## src/rtl/trap_controller.sv

```systemverilog
// trap_controller: arbitrates exceptions against level interrupts and sequences the CSR context switch.
// Optional macro TRAP_DELEG_EN: delegate traps to S-mode through MEDELEG / MIDELEG.
module trap_controller #(
  parameter int NUM_IRQ = 16
) (
  input  logic               CLK,
  input  logic               RESET,
  input  logic [NUM_IRQ-1:0] IRQ_IN,
  input  logic [NUM_IRQ-1:0] IRQ_EN,
  input  logic               GIE_M,
  input  logic               GIE_S,
  input  logic [1:0]         CUR_PRIV,
  input  logic               EXC_VALID,
  input  logic [4:0]         EXC_CODE,
  input  logic [63:0]        EXC_PC,
  input  logic [63:0]        INT_PC,
  input  logic [31:0]        MEDELEG,
  input  logic [NUM_IRQ-1:0] MIDELEG,
  input  logic               FLUSH_ACK,
  output logic               FLUSH_REQ,
  output logic               CS,
  output logic [1:0]         NEW_PRIVILEGE,
  output logic [63:0]        CAUSE,
  output logic [63:0]        NPC,
  output logic               REDIRECT,
  output logic               BUSY
);

  localparam logic [1:0] PRIV_U = 2'b00;
  localparam logic [1:0] PRIV_S = 2'b01;
  localparam logic [1:0] PRIV_M = 2'b11;

  typedef enum logic [1:0] {
    IDLE   = 2'b00,
    FLUSH  = 2'b01,
    SWITCH = 2'b10,
    VECTOR = 2'b11
  } state_t;

  state_t state_r;

  logic [1:0]         exc_priv_s;
  logic [NUM_IRQ-1:0] irq_deleg_s;
  logic [NUM_IRQ-1:0] irq_cand_s;
  logic               irq_found_s;
  logic [5:0]         irq_idx_s;
  logic [1:0]         irq_priv_s;
  logic               trap_s;
  logic [63:0]        trap_cause_s;
  logic [63:0]        trap_npc_s;
  logic [1:0]         trap_priv_s;

  // An interrupt aimed at a privilege level is only takeable when that level accepts it now.
  function automatic logic target_enabled(input logic [1:0] target, input logic [1:0] priv,
                                          input logic gie_m, input logic gie_s);
    logic en;
    if (target == PRIV_M) begin
      en = (priv != PRIV_M) || gie_m;
    end else if (target == PRIV_S) begin
      en = (priv == PRIV_U) || ((priv == PRIV_S) && gie_s);
    end else begin
      en = 1'b0;
    end
    return en;
  endfunction

`ifdef TRAP_DELEG_EN
  // Delegation to S never applies while running in M.
  always_comb begin
    if ((CUR_PRIV != PRIV_M) && MEDELEG[EXC_CODE]) begin
      exc_priv_s = PRIV_S;
    end else begin
      exc_priv_s = PRIV_M;
    end
    if (CUR_PRIV != PRIV_M) begin
      irq_deleg_s = MIDELEG;
    end else begin
      irq_deleg_s = {NUM_IRQ{1'b0}};
    end
  end
`else
  logic unused_deleg_s;
  assign unused_deleg_s = ^{MEDELEG, MIDELEG};

  // Without delegation every trap targets M.
  always_comb begin
    exc_priv_s  = PRIV_M;
    irq_deleg_s = {NUM_IRQ{1'b0}};
  end
`endif

  // Candidate lines, then highest index wins (later iterations override earlier ones).
  always_comb begin
    irq_found_s = 1'b0;
    irq_idx_s   = 6'd0;
    irq_priv_s  = PRIV_M;
    for (int i = 0; i < NUM_IRQ; i++) begin
      irq_cand_s[i] = IRQ_IN[i] && IRQ_EN[i] &&
                      target_enabled(irq_deleg_s[i] ? PRIV_S : PRIV_M, CUR_PRIV, GIE_M, GIE_S);
      irq_found_s   = irq_found_s | irq_cand_s[i];
      irq_idx_s     = irq_cand_s[i] ? 6'(i) : irq_idx_s;
      irq_priv_s    = irq_cand_s[i] ? (irq_deleg_s[i] ? PRIV_S : PRIV_M) : irq_priv_s;
    end
  end

  // Exception beats interrupt; the losing interrupt simply stays pending on its level.
  always_comb begin
    if (EXC_VALID) begin
      trap_s       = 1'b1;
      trap_cause_s = {1'b0, 58'd0, EXC_CODE};
      trap_npc_s   = EXC_PC;
      trap_priv_s  = exc_priv_s;
    end else if (irq_found_s) begin
      trap_s       = 1'b1;
      trap_cause_s = {1'b1, 57'd0, irq_idx_s};
      trap_npc_s   = INT_PC;
      trap_priv_s  = irq_priv_s;
    end else begin
      trap_s       = 1'b0;
      trap_cause_s = 64'd0;
      trap_npc_s   = 64'd0;
      trap_priv_s  = PRIV_M;
    end
  end

  // Trap sequencer with registered outputs; CAUSE/NPC/NEW_PRIVILEGE hold from accept to the next trap.
  always_ff @(posedge CLK) begin
    if (RESET) begin
      state_r       <= IDLE;
      FLUSH_REQ     <= 1'b0;
      CS            <= 1'b0;
      NEW_PRIVILEGE <= PRIV_M;
      CAUSE         <= 64'd0;
      NPC           <= 64'd0;
      REDIRECT      <= 1'b0;
      BUSY          <= 1'b0;
    end else begin
      case (state_r)
        IDLE: begin
          if (trap_s) begin
            state_r       <= FLUSH;
            FLUSH_REQ     <= 1'b1;
            BUSY          <= 1'b1;
            CAUSE         <= trap_cause_s;
            NPC           <= trap_npc_s;
            NEW_PRIVILEGE <= trap_priv_s;
          end else begin
            state_r <= IDLE;
          end
        end
        FLUSH: begin
          if (FLUSH_ACK) begin
            state_r   <= SWITCH;
            FLUSH_REQ <= 1'b0;
            CS        <= 1'b1;
          end else begin
            state_r <= FLUSH;
          end
        end
        SWITCH: begin
          state_r  <= VECTOR;
          CS       <= 1'b0;
          REDIRECT <= 1'b1;
        end
        VECTOR: begin
          state_r  <= IDLE;
          REDIRECT <= 1'b0;
          BUSY     <= 1'b0;
        end
        default: begin
          state_r   <= IDLE;
          FLUSH_REQ <= 1'b0;
          CS        <= 1'b0;
          REDIRECT  <= 1'b0;
          BUSY      <= 1'b0;
        end
      endcase
    end
  end

endmodule
```

## config.mk

```make
export PLATFORM = sky130hd
export DESIGN_NAME = trap_controller
export DESIGN_NICKNAME = d
export VERILOG_FILES = /design/src/rtl/trap_controller.sv
export SDC_FILE = /design/constraint.sdc
export NUM_CORES = 1
export LEC_CHECK = 0
export CAP_MARGIN = 15
export CORE_AREA = 3 3 137 139
export DETAILED_ROUTE_END_ITERATION = 10
export DIE_AREA = 0 0 140 142
export GPL_TIMING_DRIVEN = 0
export PLACE_DENSITY = 0.63
export SLEW_MARGIN = 20
export SYNTH_ARGS = -nofsm -noshare
export SYNTH_HDL_FRONTEND = slang
export SYNTH_SLANG_ARGS = --single-unit
```

## constraint.sdc

```tcl
create_clock -name CLK -period 3.1 [get_ports CLK]
set_input_delay 0.465 -clock CLK [delete_from_list [all_inputs] [get_ports CLK]]
set_output_delay 0.465 -clock CLK [all_outputs]
set_load 0.02 [all_outputs]
```

=== Yosys cells after proc, flatten, opt, wreduce, memory -nomap -nowiden ===
Index checks and enable logic that the tools add are counted.

* ROM bits: 0
* Input bits: 221
* Memories: 0
* Memory bits (writable): 0
* Register bits: 134
* Latch bits: 0
* Word-level logic and storage cells: 101
* Output and inout port bits: 134

* Multiplexer cells: 31
* Shift-type cells: 0
* Div/mod/pow operators: 0
* Bitwise operators: 15
* Reduce and logical (&&, ||, !) cells: 42
* Equality and inequality tests: 6
* Multiply operators: 0
* Magnitude comparators: 0
* Add/subtract/negate cells: 0

{| class="wikitable"
|+ Operator list
! operator !! count
|-
| 64-bit 2-to-1 mux || 4
|-
| 1-bit logical AND || 32
|-
| 4-bit 2-to-1 mux || 8
|-
| 1-bit bitwise OR || 15
|-
| 3-bit 2-to-1 mux || 4
|-
| 1-bit case mux with 2 select lines || 4
|-
| 2-bit case mux with 4 select lines || 1
|-
| 2-bit nonzero test || 4
|-
| 1-bit 2-to-1 mux || 7
|-
| 2-bit 2-to-1 mux || 3
|-
| 2-bit != test (second input constant) || 3
|-
| 2-bit AND reduction || 3
|-
| 2-bit == test (second input constant) || 2
|-
| 3-bit AND reduction || 1
|-
| 2-bit by 1-bit == test with 1-bit output (second input constant) || 1
|-
| 2-bit logical NOT || 1
|-
| 1-bit logical OR || 1
|}

=== Logic depth before layout (Yosys ltp) ===
* Depth after elaboration: 22
* Depth in mapped cells: 8
* Depth with buffers taken out: 5

=== Worst setup path after synthesis ===
Ideal clock, no wire load.

* Path kind: input to register
* Start: input IRQ_IN[4]
* End: register NPC[10]
* Required time: 2.968 ns
* Path buffers: 2
* Slack: 1.211 ns
* Arrival time: 1.757 ns
* Stages: 7
* Library setup time: 0.132 ns
* Cells stage by stage: a22o_1 > nor4_4 > a2111oi_4 > buf_4 > buf_2 > a22oi_1 > a21oi_1

* Longest elaborated chain between the ends: 17
* Elaborated cells on any way between the ends: 19
* Classes of those cells: 4 x mux; 12 x bitwise; 3 x reduce/logical

{| class="wikitable"
|+ RTL lines
! what !! line !! source
|-
| from (decl) || 8 || <nowiki>input logic [NUM_IRQ-1:0] IRQ_IN,</nowiki>
|-
| 1-bit logical AND * (2 in a row) || 98 || <nowiki>irq_cand_s[i] = IRQ_IN[i] && IRQ_EN[i] &&</nowiki>
|-
| 1-bit bitwise OR * (12 in a row) || 100 || <nowiki>irq_found_s = irq_found_s | irq_cand_s[i];</nowiki>
|-
| 1-bit 2-to-1 mux || 113 || <nowiki>end else if (irq_found_s) begin</nowiki>
|-
| 1-bit 2-to-1 mux || 108 || <nowiki>if (EXC_VALID) begin</nowiki>
|-
| 2-bit AND reduction (no source line) || -- ||
|-
| to (signal assigned) || 145 || <nowiki>NPC <= trap_npc_s;</nowiki>
|-
| to (decl) || 24 || <nowiki>output logic [63:0] NPC,</nowiki>
|}

Mark *: on every way between the ends. The rest lies on a longest branch, timed or not.
A chain may end at the register's enable or synchronous reset.

=== Worst setup path after layout ===
* Start: input GIE_M
* End: register NPC[7]

* Longest elaborated chain between the ends: 20
* Elaborated cells on any way between the ends: 37
* Classes of those cells: 4 x mux; 15 x bitwise; 18 x reduce/logical

{| class="wikitable"
|+ RTL lines
! what !! line !! source
|-
| from (decl) || 10 || <nowiki>input logic GIE_M,</nowiki>
|-
| 1-bit logical OR * || 58 || <nowiki>en = (priv != PRIV_M) || gie_m;</nowiki>
|-
| 1-bit logical AND || 98 ||
|-
| 1-bit bitwise OR (14 in a row) || 100 ||
|-
| 1-bit bitwise OR * || 100 ||
|-
| 1-bit 2-to-1 mux || 113 ||
|-
| 1-bit 2-to-1 mux || 108 ||
|-
| 2-bit AND reduction (no source line) || -- ||
|}

Marked as above.

==> impl_metrics.py <==
metrics = {
    "pwr": {
        "power.density_nw_per_um2": 468,
        "internal_power_uw": 2270,
        "pwr-share-clk_pct": 31.4,
        "switchingPower_uw": 1040,
        "combinationalPowerShare_pct": 34.5,
        "seq_power_share_pct": 34.1,
        "cellLeakagePower_uw": 0.00274,
        "power.switching_fraction_pct": 31.4,
        "max-vdd-ir-drop_mv": 0.246,
    },
    "yosys": {
        "synth.yosys.seq_area_share_pct": 39.6,
        "syn-cell-area_sq_um": 3840,
        "synth.lib_cells_used.distinct": 41,
        "syn_inst": 451,
        "synth.top_cells.by_area": "sky130_fd_sc_hd__dfxtp_1, sky130_fd_sc_hd__a22oi_1, sky130_fd_sc_hd__buf_4",
        "synthMostInstantiatedCell": "sky130_fd_sc_hd__dfxtp_1",
        "ys_async_sr_fraction_pct": 0,
        "synth_top_area_share_pct": 39.6,
        "post_synth.cell_area_avg_sq_um": 8.52,
        "postSynthRegisterBits": 76,
        "synth_edf_count": 0,
        "synth_top_cell_by_area": "sky130_fd_sc_hd__dfxtp_1",
        "top_post_synthesis_cells_by_count": "sky130_fd_sc_hd__dfxtp_1, sky130_fd_sc_hd__a21oi_1, sky130_fd_sc_hd__a22oi_1",
        "synth-main-ff-cell": "sky130_fd_sc_hd__dfxtp_1",
        "yosys_warnings": 0,
    },
    "cts": {
        "cts_tree": "yes",
        "cts_resized": 0,
        "worst_setup_hold_path_clk_slew_ns": 0.06,
        "htree_levels": 3,
        "clock_path_buffers": 2,
        "cts_setup_buffers": 0,
        "cts.sinks": 76,
        "tritoncts_buffers": 9,
        "cts_hold_repair.buffers": 0,
        "clock_latency_on_the_worst_skew_pair_ns": 0.33,
        "clock-root-buffer": "sky130_fd_sc_hd__clkbuf_16",
    },
    "run_status": {
        "run_status": "finished, final reports clean",
    },
    "sta": {
        "finalSetupViolations": 0,
        "timing_hold_violations_final": 0,
        "setup_total_negative_slack_ns": 0,
        "tightest_slew_margin_relative_to_the_limit_pct": 44.5,
        "timing.final.crit_period_ns": 2.42,
        "drv_slew": 0,
        "unrepaired_setup_endpoints_after_global_routing": "false",
        "tightest_slew_ns": 0.832,
        "fmaxAchievable_ghz": 0.413,
        "min_period_over_period_pct": 78.0,
        "timing.clock.skew_ns": 0.00838,
    },
    "critical_path": {
        "cp_slowest_cell": "sky130_fd_sc_hd__a2111oi_4",
        "critical-path-max-stage-delay_ns": 0.45,
        "timing.critical_path.to_type": "register",
        "critPathKind": "input pin to register",
        "worst_ep_required_time_ns": 3.36,
        "cp.arrival_ns": 2.68,
        "critical_path.cell_chain": "clkdlybuf4s50_1 > nand3b_1 > nand2b_1 > a2111oi_4 > buf_4 > buf_2 > a22oi_1 > a21oi_1",
        "cp_max_fo": 10,
        "worst_setup_path_start_kind": "input pin",
    },
    "global_route": {
        "initial_antenna_violation_count": 0,
        "pin_count_of_the_biggest_net_entering_global_routing": 13,
        "number_of_global_route_vias_before_repair": 4255,
        "grtUsageTotal_pct": 15.0,
        "remaining_overflow_grt": 0,
        "grt_pass1_wl_um": 23600,
    },
    "final_layout": {
        "fillers": 1854,
        "final_core_utilization_pct": 39.8,
        "stdcell_area_sq_um": 7080,
        "area_delta_synth_final_pct": 84.3,
        "finalNetCount": 985,
        "drive_gt1_share_pct": 12.6,
    },
    "placement": {
        "gp_routability_congestion": 0.769,
        "hpwl_um": 12400,
        "dpl_cell_area_sq_um": 6790,
        "port-buffer-count": 244,
    },
    "hold_path": {
        "worst_hold_path_type": "register to register",
    },
    "route": {
        "wire_per_inst_um": 15.8,
        "drtPass1Iterations": 5,
        "vias_per_cell": 4.36,
        "total_routed_wirelength_um": 15800,
        "route.vias.total": 4356,
        "route.antenna.remaining_nets": 0,
        "drc": 0,
        "detail_route.iter0.violations": 188,
    },
    "run": {
        "count_of_max_cap_constraint_violations": 0,
    },
    "floorplanning": {
        "initial_utilization_pct": 21.6,
        "dieArea_sq_um": 19900,
        "die_x_um": 140,
        "die_h_um": 142,
        "ios": 355,
        "placementRows": 49,
        "fp.coreArea_sq_um": 17800,
    },
}
==> sequential cells by signal, indices dropped and copies added, names as in the netlist, named ones only <==
register,flops
NPC,64
CAUSE,6
BUSY,1
CS,1
FLUSH_REQ,1
REDIRECT,1
state_r,1
==> worst paths after layout <==
kind	from	depth (start not counted)	to	slack [ns]
min	CAUSE[3]	2	CAUSE[3]	0.46
max reg2reg	register	6	CAUSE[0]	0.73
min reg2reg	CAUSE[3]	2	CAUSE[3]	0.46
max	GIE_M	8	NPC[7]	0.68
==> cells in the final DEF, fill, tap and decap left out, types with 4 or more instances in the layout <==
master,instances
sky130_fd_sc_hd__a21oi_1,74
sky130_fd_sc_hd__a22o_1,5
sky130_fd_sc_hd__a22oi_1,70
sky130_fd_sc_hd__buf_2,12
sky130_fd_sc_hd__buf_4,61
sky130_fd_sc_hd__clkbuf_1,20
sky130_fd_sc_hd__clkbuf_16,9
sky130_fd_sc_hd__clkdlybuf4s50_1,244
sky130_fd_sc_hd__conb_1,60
sky130_fd_sc_hd__dfxtp_1,76
sky130_fd_sc_hd__inv_1,4
sky130_fd_sc_hd__nand2_1,15
sky130_fd_sc_hd__nand3_1,69
==> routing by layer <==
metal	part of all wire [%]	track usage, %
met4	0.71	3.72
met5	0	0
met3	8.7	4.77
met2	48	25.4
met1	42	18.6
==> stage by stage <==
step	total power [uW]	hold WS (ns)	setup WS, ns	cells
finish	3310	0.456	0.681	998
global route	3490	0.476	0.558	997
CTS	3360	0.456	0.683	997
detailed placement	2300	0.446	0.336	982
global placement	2290	0.446	0.322	982
floorplan	1730	0.528	1.21	509
==> worst max-delay path, delay by kind of cell <==
family | cells | cell delay [ns]
buf+inv | 3 | 1.03
compound gates | 3 | 0.73
simple gates | 2 | 0.45
==> layout make-up <==
| type | count | area, sq um | area share (%) |
|---|---|---|---|
| multi-input combinational | 330 | 1880 | 26.6 |
| clock buffer | 10 | 239 | 3.37 |
| buffer | 99 | 642 | 9.06 |
| antenna | 1 | 2.50 | 0.0353 |
| sequential | 76 | 1520 | 21.5 |
| clock inverter | 5 | 52.6 | 0.742 |
| inverter | 4 | 15.0 | 0.212 |
| tap | 229 | 287 | 4.04 |
| timing repair buffer | 244 | 2440 | 34.5 |
==> power by group through the flow <==
| stage | Clock (uW) | Sequential [uW] | Combinational, uW |
|---|---|---|---|
| 2_1_floorplan | 0 | 1270 | 469 |
| 3_3_place_gp | 0 | 1150 | 1140 |
| 3_5_place_dp | 0 | 1150 | 1140 |
| 4_1_cts | 1080 | 1130 | 1150 |
| 5_1_grt | 1120 | 1140 | 1230 |
| 6_report | 1040 | 1130 | 1140 |
==> cell families after synthesis <==
group                  count (synthesis)  share of synthesized area, %
AOI/OAI and AO/OA                    172                          29.8
buffers and inverters                103                          17.1
DFF                                   76                          39.6
other                                  2                         0.195
and+or+nand+nor                       98                          13.3
Power figures use the tool's default switching activity.
==> variant 1: new RTL, same settings <==
Set the parameter `NUM_IRQ` to 17 (it was 16).
--- a/src/rtl/trap_controller.sv
+++ b/src/rtl/trap_controller.sv
@@ -3,3 +3,3 @@
 module trap_controller #(
-  parameter int NUM_IRQ = 16
+  parameter int NUM_IRQ = 17
 ) (
Interface: changed (resized IRQ_EN, IRQ_IN and MIDELEG); port bits go from 355 to 358. No check against the original RTL was run, so the function may have changed too.
==> variant 1 against the original RTL <==
- cell area decreased by 0.26%
- critical path depth unchanged
- setup slack got worse by 0.34 ns
- routed wire length decreased by 9.4%
- sequential cell count unchanged
- largest power group is now the clock network
- synthesized area decreased by 2.5%
- critical endpoint is now NPC[17]$_SDFFE_PP0P_
- global-route usage decreased by 1.1 points
- power increased by 4.9%
==> variant 1: results (changes against the original RTL) <==
- Leakage: 2.947 nW (+7.7%)
- Worst slew pin tran: 0.9763 ns (+0.1438 ns)
- Fin crit share: 89.00% (+11 points)
- Synth area leaders: dfxtp_1 (41%), a221o_1 (17%), buf_4 (12%)
- Drt total wl: 14310 um (-9.4%)
- Worst path max stage delay: 0.75 ns (+0.30 ns)
- Reg-to-reg slack, setup: 0.91 ns (+0.18 ns)
- Largest net degree at the start of global routing: 14 (+1)
- Post-synthesis cell type count: 40 (-2.4%)
- Share of layout cells above drive strength 1: 14.80% (+2.2 points)
- Post-DP HPWL: 11590 um (-6.5%)
- Status: complete, no violations
- Worst Hold Launch: FLUSH_REQ$_SDFFE_PP0P_
- Placed insts: 902 (-8.1%)
- I/O Buffers: 245 (+0.41%)
- Sequential element share of the synthesized area: 40.60% (+1.0 points)
- Diode count: 0 (-1)
- Critical path data arrival time: 3.03 ns (+0.35 ns)
- RePlAce Congestion: 0.8042 (+4.6%)
- Filler Cells Inserted: 1797 (-3.1%)
- Final Net Count: 908 (-7.8%)
- M3 GR Usage: 4.503% (-0.27 points)
- Synthesized instance count: 369 (-18%)
- Synth top cells by count: dfxtp_1 (76), a221o_1 (64), and2_1 (64)
- Vias per cell: 4.231 (-3.1%)
- Non-Filler Instances: 918 (-8.0%)
- Worst hold path endpoint: FLUSH_REQ$_SDFFE_PP0P_
- First-pass GRT wire length: 21530 um (-8.9%)
- Post-DP Area: 0.006724 sq mm (-0.98%)
- Initial DRC count: 181 (-3.7%)
- Number of global-route vias before repair: 3816 (-10%)
- Met3 Wirelength: 1299 um (-5.5%)
- Family with the most delay on the worst path: simple AND/OR/NAND/NOR gates
- Top layer reached by signal wires: met4
- Synth warn: 0 (unchanged)
- Compound-cell area share of the yosys netlist: 25.74% (-4.1 points)
- DR WL met2: 6720 um (-12%)
- Setup Skew: 0.007763 ns (-0.0006143 ns)
- Peak supply drop: 0.2731 mV (+11%)
- Worst setup path end: NPC[17]$_SDFFE_PP0P_
- Clock Path Buffers: 2 (unchanged)
- Met1 Resource Use GR: 16.69% (-1.9 points)
- Met2 Use GR: 23.40% (-2.0 points)
-- variant 1: logic make-up after synthesis --
kind of cell    Yosys count
other cells               2
buf+inv                  82
flops                    76
simple gates            106
compound gates          103
-- variant 1: area by class of cell --
cell class                      instances  area (sq um)  share of cell area, %
Timing Repair Buffer                  246          2464                  34.87
Multi-Input combinational cell        269          1842                  26.07
Sequential cell                        76          1521                  21.53
Buffer                                 81         606.8                  8.589
Tap cell                              229         286.5                  4.055
Clock buffer                           10         229.0                  3.241
Clock inverter                          6         112.6                  1.594
Inverter                                1         3.754                0.05313
-- variant 1: power breakdown --
| part | leakage (nW) | total (W) | switching (W) | internal, W |
|---|---|---|---|---|
| sequential | 0.628 | 0.00117 | 0.0000701 | 0.00110 |
| combinational | 2.15 | 0.00108 | 0.000487 | 0.000595 |
| clock | 0.167 | 0.00123 | 0.000437 | 0.000789 |
==> variant 2: new RTL, config.mk and constraints unchanged <==
Made on the original files. The 4 states of `state_t` get a one-hot encoding in 4 bits.
--- a/src/rtl/trap_controller.sv
+++ b/src/rtl/trap_controller.sv
@@ -32,7 +32,7 @@
 
-  typedef enum logic [1:0] {
-    IDLE   = 2'b00,
-    FLUSH  = 2'b01,
-    SWITCH = 2'b10,
-    VECTOR = 2'b11
+  typedef enum logic [3:0] {
+    IDLE   = 4'b0001,
+    FLUSH  = 4'b0010,
+    SWITCH = 4'b0100,
+    VECTOR = 4'b1000
   } state_t;
Check against the original RTL: same outputs for any inputs over 4 cycles, from zero or initial values and one cycle with RESET high; so few cycles prove little.
==> variant 2 against the original RTL <==
- cell area rose by 2.1%
- power up 14%
- first-iteration DRC count is 28% lower
- clock skew shrank 0.0055 ns
- sequential cell count up 2
- routed wire length shrank 3.5%
- setup slack improved by 0.042 ns
- utilization increased by 0.82 points
- synthesized area rose by 3.1%
- critical path type unchanged
- largest cell class unchanged
==> variant 2: results (changes against the original RTL) <==
- Sequential element share of the synthesized area: 39.42% (-0.16 points)
- Diode count: 0 (-1)
- Worst hold-check path type: flip-flop to flip-flop
- Final Net Count: 946 (-4.0%)
- All-layer global routing usage: 14.88% (-0.10 points)
- Setup Skew: 0.002854 ns (-0.005524 ns)
- Share of layout cells above drive strength 1: 15.34% (+2.7 points)
- Critical Path Source: IRQ_IN[12]
- Family with the most delay on the worst path: compound AO/OA/AOI/OAI gates
- Critical path data arrival time: 2.64 ns (-0.04 ns)
- Leakage: 3.003 nW (+9.8%)
- Worst-path maximum fanout: 10 (unchanged)
- CTS root buf: clkbuf_16
- Met1 Resource Use GR: 18.01% (-0.60 points)
- Vias per cell: 4.237 (-2.9%)
- Status: complete, no violations
- Initial DRC count: 135 (-28%)
- Post-DP Area: 0.006908 sq mm (+1.7%)
- Biggest regs: NPC: 64 flops, CAUSE: 6 flops, state_r: 4 flops
- Largest net degree at the start of global routing: 15 (+2)
- Compound-cell area share of the yosys netlist: 24.13% (-5.7 points)
- Pre-CTS setup slack: 0.2737 ns (-0.06282 ns)
- Worst hold path endpoint: CAUSE[63]$_SDFFE_PP0P_
- Clock Latency Late Sink: 0.34 ns
- Fin crit share: 76.67% (-1.4 points)
- M3 GR Usage: 5.612% (+0.84 points)
- Fraction of registers with async set/reset: 0% (unchanged)
- Peak supply drop: 0.3953 mV (+61%)
- Synth top cells by count: dfxtp_1 (78), buf_4 (66), and2_1 (49)
- Cts repair resizes: 0 (unchanged)
- Number of global-route vias before repair: 3956 (-7.0%)
- Post-synthesis cell type count: 55 (+34%)
- Setup Buffers After CTS: 0 (unchanged)
- I/O Buffers: 244 (unchanged)
- Worst Hold Launch: CAUSE[63]$_SDFFE_PP0P_
- Met2 Use GR: 25.27% (-0.13 points)
- Wire length per cell: 15.90 um (+0.48%)
- Synth area leaders: dfxtp_1 (39%), buf_4 (13%), a221o_1 (12%)
- Crit-path slowest cell: a21boi_2
- Adder-cell share of the synthesized area: 0% (unchanged)
- Crit Reg-Reg Endpoint: NPC[33]$_SDFFE_PP0P_
- Worst path max stage delay: 0.48 ns (+0.03 ns)
- Initial antenna violation count: 0 (unchanged)
- First-pass GRT wire length: 23000 um (-2.7%)
- CTS buffer count: 9 (unchanged)
- Mux cell area share after synthesis: 0% (unchanged)
- Clock Path Buffers: 2 (unchanged)
- Worst slew pin tran: 0.6221 ns (-0.2103 ns)
- Drt first pass iters: 6 (+1)
- Hold depth: 1 (-1)
- Post-synthesis xor/xnor area fraction: 1.105% (+1.1 points)
- Reg-to-reg slack, setup: 0.90 ns (+0.17 ns)
- Worst reg-to-reg path cell count: 9 (+3)
- Post-DP HPWL: 12080 um (-2.5%)
- Synth warn: 0 (unchanged)
- RePlAce Congestion: 0.7448 (-3.1%)
- R2R Path Start: state_r[0]$_SDFF_PP1_
-- variant 2: cell types whose count changed in the layout (fill, tap and decap cells not counted), moves of 4 or more --
| cell | unedited run | this run |
|---|---|---|
| a22oi_1 | 70 | 2 |
| nor3_1 | 0 | 20 |
| buf_4 | 61 | 66 |
| clkbuf_1 | 20 | 9 |
| nand3_1 | 69 | 5 |
| a21oi_1 | 74 | 5 |
| a221o_1 | 1 | 48 |
| a221oi_1 | 1 | 16 |
| and2_1 | 3 | 49 |
| nand2_1 | 15 | 19 |
| nor2_1 | 2 | 22 |
| buf_6 | 2 | 6 |
-- variant 2: cell type report --
class	count	area (sq um)
Clock inverter	6	93.84
Clock buffer	10	229.0
Buffer	89	638.1
Sequential cell	78	1562
Inverter	4	15.01
Multi-Input combinational cell	299	1964
Timing Repair Buffer	244	2442
Tap cell	229	286.5
Fill cell	1758	10550
-- variant 2: through the flow --
step                instances  hold WS (ns)
floorplan                 470        0.5327
global placement          943        0.4467
detailed placement        943        0.4518
CTS                       959        0.4703
global route              959        0.4930
finish                    959        0.4649
-- variant 2: power breakdown --
group / switching (W) / internal (W)
Clock: 0.000450 / 0.000713
Combinational: 0.000672 / 0.000719
Sequential: 0.0000793 / 0.00116
-- variant 2: metal layers --
layer  vias to the layer above  wire length [um]
li1                       2036                 -
met1                      1816              6230
met2                       199              7329
met3                        12              1482
met5                         -                 0
met4                         0               208
-- variant 2: worst max-delay path by stage --
stage	endpoint	cells after the start
6_report	NPC[58]$_SDFFE_PP0P_	8
5_1_grt	NPC[62]$_SDFFE_PP0P_	8
4_1_cts	NPC[62]$_SDFFE_PP0P_	8
3_5_place_dp	NPC[62]$_SDFFE_PP0P_	8
3_3_place_gp	NPC[56]$_SDFFE_PP0P_	8
2_1_floorplan	NPC[28]$_SDFFE_PP0P_	8
